--- config.mk ---
export PLATFORM = sky130hd
export DESIGN_NAME = dft_sequencer
export DESIGN_NICKNAME = d
export VERILOG_FILES = /design/src/rtl/dft_sequencer.sv
export SDC_FILE = /design/constraint.sdc
export NUM_CORES = 1
export LEC_CHECK = 0
export BUFFER_PORTS_ARGS = -buffer_cell sky130_fd_sc_hd__buf_2
export CAP_MARGIN = 10
export CORE_MARGIN = 2
export CORE_UTILIZATION = 56
export DETAILED_ROUTE_END_ITERATION = 12
export PLACE_DENSITY = 0.81
export SETUP_SLACK_MARGIN = 0.02
export SYNTH_ARGS = -nofsm -noshare
export SYNTH_HDL_FRONTEND = slang
export SYNTH_SLANG_ARGS = --single-unit
--- constraint.sdc ---
create_clock -name clk -period 4.2 [get_ports clk]
set_input_delay 0.42 -clock clk [delete_from_list [all_inputs] [get_ports clk]]
set_output_delay 0.42 -clock clk [all_outputs]
set_load 0.03 [all_outputs]
--- src/rtl/dft_sequencer.sv ---
// Control sequencer for the direct-DFT MAC datapath. It steps through load, cache fill,
// the n/k multiply-accumulate sweep and per-bin write-back with a res_ready handshake.
module dft_sequencer #(
    parameter int IDX_W = 12,
    parameter int MIN_N = 2
) (
    input  logic             clk,
    input  logic             n_Reset,
    input  logic             start,
    input  logic [IDX_W-1:0] samp_number,
    input  logic             data_loaded,
    input  logic             res_ready,
    output logic             load_nComp,
    output logic             cache_we,
    output logic [IDX_W-1:0] n_index,
    output logic [IDX_W-1:0] k_index,
    output logic             acc_ce,
    output logic             acc_clr,
    output logic             res_we,
    output logic             busy,
    output logic             done,
    output logic             cfg_err,
    output logic [2:0]       dbg_state
);

    // Write-back handshake: a result transfers in any WB cycle where res_ready is high;
    // res_we mirrors res_ready there, and the accumulator clears on that same edge.
    typedef enum logic [2:0] {
        S_IDLE = 3'd0,
        S_LOAD = 3'd1,
        S_FILL = 3'd2,
        S_COMP = 3'd3,
        S_WB   = 3'd4,
        S_DONE = 3'd5
    } state_e;

    localparam logic [IDX_W-1:0] IDX_ONE = IDX_W'(1);
    localparam logic [IDX_W-1:0] IDX_MIN = IDX_W'(MIN_N);

    state_e           state_q, state_d;
    logic [IDX_W-1:0] n_q, n_d;
    logic [IDX_W-1:0] k_q, k_d;
    logic [IDX_W-1:0] nreg_q, nreg_d;
    logic             cfg_err_q, cfg_err_d;

    logic [IDX_W-1:0] idx_last;
    logic             n_last;
    logic             k_last;

    // N_reg is at least MIN_N while busy, so N_reg-1 never underflows
    assign idx_last = nreg_q - IDX_ONE;
    assign n_last   = (n_q == idx_last);
    assign k_last   = (k_q == idx_last);

    always_ff @(posedge clk or negedge n_Reset) begin
        if (!n_Reset) begin
            state_q   <= S_IDLE;
            n_q       <= '0;
            k_q       <= '0;
            nreg_q    <= '0;
            cfg_err_q <= 1'b0;
        end else begin
            state_q   <= state_d;
            n_q       <= n_d;
            k_q       <= k_d;
            nreg_q    <= nreg_d;
            cfg_err_q <= cfg_err_d;
        end
    end

    always_comb begin
        state_d   = state_q;
        n_d       = n_q;
        k_d       = k_q;
        nreg_d    = nreg_q;
        cfg_err_d = 1'b0;
        case (state_q)
            S_IDLE: begin
                if (start) begin
                    if (samp_number < IDX_MIN) begin
                        cfg_err_d = 1'b1;
                    end else begin
                        nreg_d  = samp_number;
                        n_d     = '0;
                        k_d     = '0;
                        state_d = S_LOAD;
                    end
                end
            end
            S_LOAD: begin
                if (data_loaded) begin
                    n_d     = '0;
                    state_d = S_FILL;
                end
            end
            S_FILL: begin
                if (n_last) begin
                    n_d     = '0;
                    k_d     = '0;
                    state_d = S_COMP;
                end else begin
                    n_d = n_q + IDX_ONE;
                end
            end
            S_COMP: begin
                if (n_last) begin
                    n_d     = '0;
                    state_d = S_WB;
                end else begin
                    n_d = n_q + IDX_ONE;
                end
            end
            S_WB: begin
                if (res_ready) begin
                    n_d = '0;
                    if (k_last) begin
                        k_d     = '0;
                        state_d = S_DONE;
                    end else begin
                        k_d     = k_q + IDX_ONE;
                        state_d = S_COMP;
                    end
                end
            end
            S_DONE: begin
                n_d     = '0;
                k_d     = '0;
                state_d = S_IDLE;
            end
            default: begin
                n_d     = '0;
                k_d     = '0;
                state_d = S_IDLE;
            end
        endcase
    end

    always_comb begin
        load_nComp = 1'b1;
        cache_we   = 1'b0;
        acc_ce     = 1'b0;
        acc_clr    = 1'b0;
        res_we     = 1'b0;
        busy       = 1'b1;
        done       = 1'b0;
        case (state_q)
            S_IDLE: begin
                busy    = 1'b0;
                acc_clr = 1'b1;
            end
            S_LOAD: begin
                acc_clr = 1'b1;
            end
            S_FILL: begin
                cache_we = 1'b1;
                acc_clr  = 1'b1;
            end
            S_COMP: begin
                load_nComp = 1'b0;
                acc_ce     = 1'b1;
            end
            S_WB: begin
                load_nComp = 1'b0;
                res_we     = res_ready;
                acc_clr    = res_ready;
            end
            S_DONE: begin
                done = 1'b1;
            end
            default: begin
                busy    = 1'b0;
                acc_clr = 1'b1;
            end
        endcase
    end

    assign n_index   = n_q;
    assign k_index   = k_q;
    assign cfg_err   = cfg_err_q;
    assign dbg_state = state_q;

endmodule

# Yosys cells after proc, flatten, opt, wreduce, memory -nomap -nowiden
# Cells that the tools add are included.
[classes] bitwise_logic=2 n_eq_ne=13 add_sub_neg=3 reduce_logical=10 mux=28 n_lt_le_gt_ge=1
[op_table] op="$mux W12" n=8
[op_table] op="$pmux W12 S4" n=2
[op_table] op="$add A12 B1 Y12 const B" n=2
[op_table] op="$eq A12 B12 Y1" n=2
[op_table] op="$mux W3" n=7
[op_table] op="$pmux W3 S5" n=1
[op_table] op="$lt A12 B2 Y1 const B" n=1
[op_table] op="$ne A2 B2 Y1 const B" n=6
[op_table] op="$sub A12 B1 Y12 const B" n=1
[op_table] op="$mux W1" n=9
[op_table] op="$reduce_or A2 Y1" n=4
[op_table] op="$eq A3 B2 Y1 const B" n=2
[op_table] op="$eq A3 B3 Y1 const B" n=2
[op_table] op="$reduce_and A6 Y1" n=1
[op_table] op="$reduce_and A5 Y1" n=1
[op_table] op="$reduce_or A5 Y1" n=1
[op_table] op="$reduce_and A4 Y1" n=1
[op_table] op="$eq A3 B1 Y1 const B" n=1
[op_table] op="$logic_not A3 Y1" n=1
[op_table] op="$reduce_and A3 Y1" n=1
[op_table] op="$not A1 Y1" n=2
[op_table] op="$pmux W1 S2" n=1
[totals] input_bits=17 regBits=40 out_inout_bits=35 wordCells=62

# Logic depth before layout (Yosys ltp)
# Gate-level depths: netlist (run 1).
[depth] ltp_word=5 mapped_depth=11 ltp_nobuf=9

# Worst setup path before layout (run 1)
# OpenSTA, ideal clock, no wires.
[synth_path] path_type="reg2reg" from="register nreg_q[0]" to="register k_q[7], in the netlist k_index[7]" arrival_time_ns=3.051 setup_ns=0.126 setup_slack_ns=1.023 period_less_slack_ns=3.177 required_time_ns=4.074 path_buffers=2 path_stages_with_launch=12 path_cell_list="dfrtp_1 -> inv_1 -> ha_1 -> clkbuf_1 -> nor3b_2 -> nor3b_1 -> xnor3_1 -> nand3_1 -> o31a_1 -> or3_4 -> buf_6 -> a221o_1"
[synth_between] elab_chain_len=5 word_cells_on_any_way=8 classes_between="1 x add/sub; 3 x eq/ne; 3 x mux; 1 x reduce/logical"
[synth_rtl] element="start: declaration" line_no="43" text="logic [IDX_W-1:0] nreg_q, nreg_d;"
[synth_rtl] element="start signal: assignment" line_no="66" text="nreg_q <= nreg_d;"
[synth_rtl] element="$sub A12 B1 Y12 (*)" line_no="51" text="assign idx_last = nreg_q - IDX_ONE;"
[synth_rtl] element="$eq A12 B12 Y1" line_no="53" text="assign k_last = (k_q == idx_last);"
[synth_rtl] element="$mux W12" line_no="116" text="if (k_last) begin"
[synth_rtl] element="$mux W12" line_no="114" text="if (res_ready) begin"
[synth_rtl] element="$pmux W12 S4" line_no="77" text="case (state_q)"
[synth_rtl] element="end signal: assignment" line_no="65" text="k_q <= k_d;"
[synth_rtl] element="end: declaration" line_no="42" text="logic [IDX_W-1:0] k_q, k_d;"
# Every way passes the cells marked *; elsewhere a longest branch is shown, timed or not. The select of a mux whose other input is x is not followed.
# A chain may end at the register's enable or synchronous reset.

# Final worst setup path (run 1)
[layout_path] from="register nreg_q[0]" to="register k_q[10], in the netlist k_index[10]"
# The elaborated chain is that of the path after synthesis.

==> impl_metrics.csv, run 1 <==
group,metric,value,unit
status,outcome,"complete, no violations",
clocking,clk_path_buf_depth,2,
timing,finalCriticalPeriod,3.39,ns
layout,drive_gt1_share,22.6,%
layout,diodes,0,
clocking,clkLatencyLatePin,0.29,ns
placed_design,gp_congestion,0.940,
route,drtPass1Iterations,4,
clocking,cts_tree,"done",
timing,tns,0,ns
worst_setup_path,start_kind,"flip-flop",
timing,slew_headroom,40.0,%
pwr,p_leak,1.50,nW
timing,tightestPinTransition,0.900,ns
worst_setup_path,crit_path_end_kind,"flip-flop",
timing,skew,0.00696,ns
synthesis,synth_cells,322,
route,via_count,2528,
pwr,power_density,646,nW/um2
synthesis,yosysTopAreaCellShare,35.4,%
clocking,clockRootBuffer,"clkbuf_8",
timing,rsz0062_at_grt,"no",
grt,grt_max_degree,41,
floorplanning,io_pins,52,
clocking,cts_resized,0,
timing,finalSetupViolations,0,
floorplanning,die_x,75.1,um
clocking,postCtsSetupBuffers,0,
route,routed_via_density,5.88,
pwr,ir_drop,0.484,mV
worst_setup_path,path_max_fanout,12,
synthesis,seq_area_frac_synth,35.4,%
synthesis,yosys_warnings,0,
synthesis,async_flop_share,100,%
floorplanning,die_h,75.1,um
timing,min_period_over_period,80.7,%
grt,overflow,0,
clocking,cts_num_sinks,40,
clocking,htreeDepth,2,
synthesis,synth_seq_cells,40,
floorplanning,start_util,59.2,%
placed_design,hpwl,4970,um
floorplanning,die_area,5640,um2
synthesis,synth_top_area_cell,"dfrtp_1",
route,drt_wl_total,6750,um
synthesis,synth_area,2830,um2
synthesis,synth_fp_nets,342,
grt,antenna_found_initial,0,
route,drc,0,
synthesis,synth_cell_types,52,
layout,synthToLayoutAreaGrowth,13.8,%
placed_design,portBuffers,51,
clocking,holdBufCountCts,0,
floorplanning,core-area,4790,um2
synthesis,ys.flop_type,"dfrtp_1",
worst_hold_path,hp-class,"in -> async",
worst_setup_path,critical_path_required,4.38,ns
grt,grt_pass1_wl,11000,um
synthesis,synth_edf_count,0,
worst_setup_path,criticalPathCategory,"reg -> reg",
timing,fmax,0.295,GHz
route,wl_per_cell,15.7,um
worst_setup_path,crit_arrival,3.57,ns
route,drt_iter0_drc,139,
clocking,cts.clk_slew.worst_paths,0.08,ns
timing,hold_violations,0,
synthesis,post_synth.cell_area_avg,8.79,um2
route,antenna_left,0,
synthesis,synth_top_cells_by_area,"dfrtp_1 (35%), nor2_1 (5.0%), xnor2_1 (4.9%)",
layout,nets,382,
timing,report.final.slew_viol_count,0,
grt,track_usage,25.6,%
pwr,total_power,0.00208,W
grt,grt_pass1_vias,2345,
floorplanning,rows,25,
flow_run,drv_cap,0,
clocking,numCtsBuffers,5,
==> sequential cells by signal (all words and copies together) (netlist names) <==
| signal | count |
|---|---|
| cfg_err | 1 |
| dbg_state | 3 |
| k_index | 12 |
| n_index | 12 |
| nreg_q | 12 |
==> synthesized netlist by cell type (10+ instances only) <==
cell type / number
a21oi_1: 11
clkbuf_1: 15
dfrtp_1: 40
inv_1: 11
mux2_2: 11
nand2_1: 27
nand3_1: 19
nor2_1: 38
o21ai_0: 10
or3_1: 10
xnor2_1: 16
xor2_1: 12
==> logic make-up (layout without fill, tap and decap cells) <==
group | Yosys count | count (layout) | share of synthesized area [%]
flops | 40 | 40 | 35.4
fa+ha+maj | 3 | 3 | 1.33
simple gates | 143 | 143 | 26.3
mux | 12 | 12 | 4.73
compound gates | 60 | 60 | 15.3
xor+xnor | 32 | 32 | 11.8
buf+inv | 32 | 73 | 5.13
==> layout by cell type, fill, tap and decap left out, types with 2 or more instances in the layout <==
master and count:
or4_4 2, xnor3_1 4, nor3_1 9, nand2_1 27, a21oi_1 11, xnor2_1 16, ha_1 3, a21o_1 6
inv_1 11, o21ai_0 10, nor3b_1 4, nand4b_1 2, nor4_1 4, mux2_2 11, a211oi_1 4, or3_1 10
a221o_1 6, xor2_1 12, a211o_1 2, o31a_1 3, nor2b_1 3, clkbuf_8 7, or2_2 3, nand3b_1 3
and3_1 4, dfrtp_1 40, nor2_1 38, o22ai_1 2, buf_2 51, buf_4 3, o2111ai_1 3, nand3_1 19
o211ai_1 4, nand4_1 3, nand2b_1 4, and2_1 2
==> layer usage <==
metal	wire [um]	track usage, %	vias to the layer above
met5	0	0	-
met1	3110	34.6	1225
met3	269	4.28	8
met4	82	6.55	0
li1	-	-	1235
met2	3290	42.9	60
==> final cells by class <==
cell class                      count  area (um2)
Clock buffer                        7        96.3
Fill cell                         395        1560
Multi-Input combinational cell    250        1690
Timing Repair Buffer               54         278
Sequential cell                    40        1000
Clock inverter                      1        30.0
Inverter                           11        41.3
Tap cell                           67        83.8
==> through the flow <==
stage | cells | hold slack [ns] | instance area, um2 | worst slack (ns) | utilization, %
2_1_floorplan | 322 | 0.124 | 2830 | 1.02 | -
3_3_place_gp | 422 | 0.556 | 3100 | 0.984 | 64.7
3_5_place_dp | 422 | 0.560 | 3100 | 0.839 | 64.7
4_1_cts | 430 | 0.292 | 3220 | 0.821 | 67.3
5_1_grt | 430 | 0.337 | 3220 | 0.598 | 67.3
6_report | 430 | 0.249 | 3220 | 0.809 | 67.3
==> critical path, cell delays in order, from the launching register on <==
cell and delay (ns):
dfrtp_1 0.46, inv_1 0.11, ha_1 0.30, nor3b_2 0.51
nor3b_1 0.38, xnor3_1 0.19, nand3_1 0.08, o31a_1 0.39
or3_4 0.50, a221o_1 0.37
==> power breakdown <==
group	switching, W	internal, W	total (W)
Clock	0.000138	0.000210	0.000348
Combinational	0.000583	0.000452	0.00104
Sequential	0.000221	0.000477	0.000698
Total	0.000941	0.00114	0.00208
==> worst paths after layout <==
| path | startpoint | cells past startpoint | end | slack, ns |
|---|---|---|---|---|
| min in group clk | samp_number[8] | 3 | nreg_q[8] | 0.35 |
| worst max-delay path | nreg_q[0] | 9 | k_index[10] | 0.81 |
| worst min-delay path | n_Reset | 1 | n_index[7] | 0.25 |
| worst max register to register | nreg_q[0] | 9 | k_index[10] | 0.81 |
| worst min register to register | k_index[11] | 1 | k_index[11] | 0.58 |
| max in group asynchronous | n_Reset | 1 | k_index[1] | 3.39 |
Note: power is estimated with default switching activity, not from simulation.
==> inputs of run 2 (changes only) <==
--- a/config.mk
+++ b/config.mk
@@ -5,12 +5,13 @@
 export SDC_FILE = /design/constraint.sdc
 export NUM_CORES = 1
 export LEC_CHECK = 0
+export ABC_AREA = 1
 export BUFFER_PORTS_ARGS = -buffer_cell sky130_fd_sc_hd__buf_2
 export CAP_MARGIN = 10
 export CORE_MARGIN = 2
-export CORE_UTILIZATION = 56
+export CORE_UTILIZATION = 52
 export DETAILED_ROUTE_END_ITERATION = 12
-export PLACE_DENSITY = 0.81
+export PLACE_DENSITY = 0.79
 export SETUP_SLACK_MARGIN = 0.02
 export SYNTH_ARGS = -nofsm -noshare
 export SYNTH_HDL_FRONTEND = slang
==> constraint.sdc (replaced) <==
create_clock -name clk -period 2.7 [get_ports clk]
set_input_delay 0.27 -clock clk [delete_from_list [all_inputs] [get_ports clk]]
set_output_delay 0.27 -clock clk [all_outputs]
set_load 0.03 [all_outputs]
==> run 2 against run 1 <==
Net effect:
- critical path depth rose by 6
- largest power group unchanged
- highest routed layer unchanged
- setup slack got worse by 0.56 ns
- maximum frequency rose by 38%
- sequential cell count stayed put
- sequential share of layout area fell by 2.7 points
==> impl_metrics.csv, run 2 <==
group,metric,value,unit
grt,track_usage,27.9,%
worst_setup_path,crit_path_end_kind,"flip-flop",
layout,final_cells,618,
floorplanning,io_pins,52,
layout,final_area,3530,um2
synthesis,synth_fp_nets,512,
floorplanning,die_x,81.4,um
worst_setup_path,reg2reg_setup_slack,0.25,ns
floorplanning,core-area,5850,um2
timing,whs,0.109,ns
worst_setup_path,crit_arrival,2.63,ns
timing,min_period_over_period,90.9,%
grt,grt_pass1_vias,3094,
clocking,cts.clk_slew.worst_paths,0.08,ns
floorplanning,rows,28,
layout,synthToLayoutAreaGrowth,13.3,%
route,wl_per_cell,13.9,um
synthesis,seq_area_frac_synth,32.2,%
clocking,clk_path_buf_depth,2,
grt,grt_pass1_wl,14200,um
timing,report.final.slew_viol_count,0,
synthesis,yosys_warnings,0,
worst_setup_path,rr_worst_depth,15,
synthesis,synth_common_cells,"nand2_1 (160), inv_1 (69), nor2_1 (66), nand3_1 (56), dfrtp_1 (40)",
synthesis,ys.flop_type,"dfrtp_1",
worst_setup_path,criticalPathCategory,"reg -> reg",
route,antenna_left,0,
timing,rsz0062_at_grt,"yes",
clocking,numCtsBuffers,5,
placed_design,portBuffers,51,
status,outcome,"complete, no violations",
timing,hold_violations,0,
timing,fmax,0.408,GHz
flow_run,drv_cap,0,
synthesis,synth_cells,492,
worst_setup_path,path_max_fanout,12,
worst_setup_path,start_kind,"flip-flop",
route,drtPass1Iterations,6,
layout,diodes,0,
synthesis,yosysMostFrequentCell,"nand2_1",
floorplanning,start_util,53.2,%
synthesis,synth_edf_count,0,
placed_design,gp_congestion,0.978,
layout,final_common_cell,"nand2_1",
worst_setup_path,r2r-start,"nreg_q[0]",
grt,antenna_found_initial,0,
grt,overflow,0,
clocking,postCtsSetupBuffers,0,
route,drt_wl_total,8590,um
layout,nets,563,
timing,slew_headroom,39.0,%
layout,layout_common_cells,"nand2_1 (159), inv_1 (69), nor2_1 (66), nand3_1 (56), buf_2 (51)",
timing,finalCriticalPeriod,2.45,ns
layout,drive_gt1_share,15.3,%
route,routed_via_density,5.32,
timing,tns,0,ns
synthesis,synth_top_area_cell,"dfrtp_1",
layout,fillCellCount,558,
clocking,cts_num_sinks,40,
layout,final_util,60.3,%
clocking,clkLatencyLatePin,0.29,ns
synthesis,synth_cell_types,31,
clocking,clockRootBuffer,"clkbuf_8",
pwr,power_density,724,nW/um2
synthesis,post_synth.cell_area_avg,6.33,um2
synthesis,synth_seq_cells,40,
floorplanning,die_h,81.4,um
synthesis,synth_top_cells_by_area,"dfrtp_1 (32%), nand2_1 (19%), nand3_1 (9.0%)",
route,drc,0,
route,drt_iter0_drc,243,
placed_design,hpwl,6780,um
timing,tightestPinTransition,0.914,ns
timing,finalSetupViolations,0,
worst_hold_path,hp-class,"in -> async",
placed_design,placed_cells,611,
grt,grt_max_degree,41,
clocking,htreeDepth,2,
synthesis,yosysTopAreaCellShare,32.2,%
pwr,ir_drop,0.509,mV
timing,skew,0.00572,ns
pwr,p_leak,1.93,nW
route,via_count,3290,
synthesis,async_flop_share,100,%
placed_design,place_area,3420,um2
clocking,cts_tree,"done",
worst_setup_path,critical_path_required,2.88,ns
worst_setup_path,worstReg2RegEnd,"dbg_state[1]",
synthesis,synth_area,3110,um2
floorplanning,die_area,6620,um2
[run 2: cell types whose count changed after synthesis, moves of 11 or more]
cell / previous run / this run
clkbuf_1: 15 / 4
inv_1: 11 / 69
nand2_1: 27 / 160
nand3_1: 19 / 56
nor2_1: 38 / 66
xnor2_1: 16 / 0
[run 2: routing by layer]
layer / track usage (%) / wire, um / part of all wire [%] / vias up
met4: 8.98 / 202 / 2.4 / 0
li1: - / - / - / 1646
met2: 48.1 / 4210 / 49 / 116
met5: 0 / 0 / 0 / -
met3: 4.11 / 454 / 5.3 / 17
met1: 35.8 / 3720 / 43 / 1511
[run 2: cell type report]
cell class	count	area (um2)	area share, %
Inverter	71	267	7.55
Clock buffer	7	96.3	2.73
Multi-Input combinational cell	373	1810	51.2
Tap cell	75	93.8	2.66
Sequential cell	40	1000	28.4
Timing Repair Buffer	52	263	7.45
[run 2: worst max-delay path, cell delays in order (launching register included)]
cell and delay, ns:
dfrtp_1 0.42, inv_2 0.17, ha_1 0.33, nand2_1 0.14, nor2_1 0.21, inv_1 0.08
nand2_1 0.08, nand3_1 0.07, nand2_1 0.07, nand3_1 0.06, nor2_1 0.16, nand2_2 0.19
nand2_1 0.16, nand2_1 0.07, nand2_1 0.07, nand2_1 0.05
[run 2: stage by stage]
stage / worst slack, ns / power [W]
detailed placement: 0.208 / 0.00209
floorplan: 0.490 / 0.00177
finish: 0.246 / 0.00255
CTS: 0.183 / 0.00254
global placement: 0.260 / 0.00207
global route: -0.0123 / 0.00274
[run 2: cell families (layout without fill, tap and decap cells)]
kind of cell | Yosys count | after routing | synth area share (%)
xor gates and xnor gates | 19 | 19 | 5.35
DFF | 40 | 40 | 32.2
adders and majority gates | 3 | 3 | 1.21
buffers and inverters | 79 | 130 | 10.1
muxes | 1 | 1 | 0.362
and+or+nand+nor | 323 | 323 | 45.5
AOI/OAI and AO/OA | 27 | 27 | 5.35
[run 2: worst max-delay path by stage]
stage	end	start	slack, ns
after floorplan	acc_clr	dbg_state[1]	0.49
after global placement	dbg_state[1]	nreg_q[0]	0.26
after detailed placement	dbg_state[1]	nreg_q[0]	0.21
after CTS	dbg_state[1]	nreg_q[0]	0.18
after global routing	dbg_state[1]	nreg_q[0]	-0.01
final	dbg_state[1]	nreg_q[0]	0.25
[run 2: report_power, final]
| part | internal [W] | leakage, nW | switching [W] |
|---|---|---|---|
| logic | 0.000379 | 1.41 | 0.000873 |
| clock network | 0.000228 | 0.0503 | 0.000210 |
| registers | 0.000702 | 0.470 | 0.000162 |
[run 2: repair_timing]
action / 4_1_cts / 5_1_grt
hold buffers: 0 / 0
setup endpoints to repair: 0 / 14
resized for setup: 0 / 2
==> inputs of run 3 (changes only) <==
--- a/config.mk
+++ b/config.mk
@@ -8,6 +8,7 @@
 export ABC_AREA = 1
 export BUFFER_PORTS_ARGS = -buffer_cell sky130_fd_sc_hd__buf_2
 export CAP_MARGIN = 10
+export CORE_ASPECT_RATIO = 2
 export CORE_MARGIN = 2
 export CORE_UTILIZATION = 52
 export DETAILED_ROUTE_END_ITERATION = 12
==> run 3 against run 2 <==
Net effect:
- the run now ends with design-rule violations left
- highest routed layer unchanged
- clock-buffer cell count fell by 2
- die area grew 0.57%
- register-to-register slack barely moved
- critical path type unchanged
- power grew 14%
- combinational power about the same
- sequential share of layout area shrank 0.66 points
- worst hold slack lost 0.0026 ns
==> impl_metrics.csv, run 3 (synthesized netlist as in run 2, its figures left out) <==
group,metric,value,unit
floorplanning,core-area,5760,um2
clocking,postCtsSetupBuffers,0,
placed_design,portBuffers,51,
worst_setup_path,criticalPathCategory,"reg -> reg",
placed_design,gp_congestion,0.977,
pwr,intPower,0.00161,W
pwr,ir_drop,0.678,mV
floorplanning,io_pins,52,
floorplanning,die_area,6660,um2
grt,met2_usage,56.0,%
route,via_count,3272,
layout,layout_common_cells,"nand2_1 (159), inv_1 (69), nor2_1 (66), nand3_1 (56), buf_2 (51)",
flow_run,drv_cap,0,
route,drt_wl_total,9330,um
clocking,htreeDepth,2,
worst_setup_path,crit_arrival,2.68,ns
timing,finalSetupViolations,0,
route,antenna_left,0,
grt,antenna_found_initial,0,
grt,track_usage,30.4,%
floorplanning,die_x,58.7,um
grt,grt_max_degree,41,
grt,busiest_layer,"met2",
worst_setup_path,crit_path_end_kind,"flip-flop",
pwr,power_density,805,nW/um2
grt,overflow,0,
timing,finalCriticalPeriod,2.45,ns
pwr,power_frac_comb,43.7,%
grt,met1_usage,31.8,%
route,routed_via_density,5.42,
clocking,cts_tree,"done",
worst_setup_path,start_kind,"flip-flop",
grt,grt_pass1_vias,3245,
route,drc,2,
pwr,p_seq_share,29.5,%
route,wl_per_cell,15.4,um
timing,fmax,0.408,GHz
timing,min_period_over_period,90.8,%
layout,multiInputGateArea,1820,um2
worst_hold_path,hp-class,"in -> async",
route,drt_iter0_drc,137,
clocking,clockRootBuffer,"clkbuf_16",
pwr,p_leak,1.97,nW
layout,nets,563,
route,drtPass1Iterations,8,
floorplanning,rows,39,
placed_design,hpwl,7330,um
clocking,cts.clk_slew.worst_paths,0.06,ns
floorplanning,die_h,113,um
layout,final_common_cell,"nand2_1",
status,outcome,"complete, but fails checks",
grt,grt_pass1_wl,15300,um
pwr,netSwitchingPower,0.00130,W
timing,tightestPinTransition,0.911,ns
clocking,clkLatencyLatePin,0.29,ns
grt,grt_util_met3,4.31,%
timing,rsz0062_at_grt,"no",
timing,slew_headroom,39.3,%
pwr,netSwitchingFraction,44.6,%
layout,register_area,1000,um2
layout,fillCellCount,564,
timing,skew,0.00162,ns
floorplanning,start_util,54.1,%
layout,diodes,0,
clocking,numCtsBuffers,5,
worst_setup_path,critical_path_required,2.93,ns
clocking,clk_path_buf_depth,2,
timing,tns,0,ns
layout,synthToLayoutAreaGrowth,16.0,%
pwr,p_clk_share,26.7,%
worst_setup_path,rr_worst_depth,14,
worst_setup_path,path_max_fanout,12,
layout,drive_gt1_share,15.5,%
pwr,total_power,0.00291,W
timing,report.final.slew_viol_count,0,
status,violations,"design-rule violations",
timing,hold_violations,0,
clocking,cts_num_sinks,40,
-- run 3: changes by cell type in the layout (fill, tap and decap cells not counted) --
cell / delta
ha_1: -1
ha_4: +1
bufinv_16: +2
clkbuf_8: -7
clkbuf_16: +5
-- run 3: per-stage QoR --
| stage | instances | hold slack (ns) | util, % | setup WS (ns) | area, um2 |
|---|---|---|---|---|---|
| after floorplan | 492 | -0.0256 | - | 0.490 | 3110 |
| after global placement | 597 | 0.448 | 59.1 | 0.228 | 3400 |
| after detailed placement | 597 | 0.456 | 59.1 | 0.163 | 3400 |
| after CTS | 604 | 0.152 | 62.3 | 0.132 | 3590 |
| after global routing | 604 | 0.197 | 62.7 | 0.0599 | 3610 |
| final | 604 | 0.106 | 62.7 | 0.248 | 3610 |
-- run 3: worst max-delay path: stages (launching register included) --
cell     delay (ns)
dfrtp_1        0.42
inv_2          0.19
ha_4           0.21
nand2_1        0.10
nor2_2         0.21
nand3_1        0.12
nand3_1        0.11
nand2_1        0.08
inv_1          0.06
nand2_1        0.06
nor2_2         0.18
nand2_2        0.14
a21oi_4        0.34
nand2_1        0.09
nand2_1        0.07
-- run 3: cell type report --
class	count	share of cell area, %
Sequential cell	40	27.7
Clock buffer	5	3.46
Clock inverter	2	1.66
Multi-Input combinational cell	373	50.4
Tap cell	61	2.11
Timing Repair Buffer	52	7.27
Inverter	71	7.38
-- run 3: repair_timing --
item                                    in CTS  in global routing
endpoints found under the setup margin       0                 19
hold buffers                                 0                  0
resized for setup                            0                  4
-- run 3: path summary, 6_finish.rpt --
kind                                start  slack (ns)     endpoint
setup reg to reg                nreg_q[0]        0.25   k_index[8]
min in group clk           samp_number[6]        0.23    nreg_q[6]
max in group asynchronous         n_Reset        2.02  n_index[10]
hold / removal                    n_Reset        0.11    nreg_q[2]
hold reg to reg                nreg_q[11]        0.57   nreg_q[11]
setup / recovery                nreg_q[0]        0.25   k_index[8]
-- run 3: power by group through the flow --
stage	Sequential, W	Clock [W]	Combinational [W]
6_report	0.000858	0.000777	0.00127
5_1_grt	0.000873	0.000802	0.00139
4_1_cts	0.000855	0.000778	0.00126
3_5_place_dp	0.000865	0	0.00124
3_3_place_gp	0.000864	0	0.00124
2_1_floorplan	0.000994	0	0.000774
-- run 3: layer usage --
metal,vias to the layer above,wire (um)
met1,1524,3260
met3,27,395
met4,0,482
met5,-,0
met2,82,5190
li1,1639,-
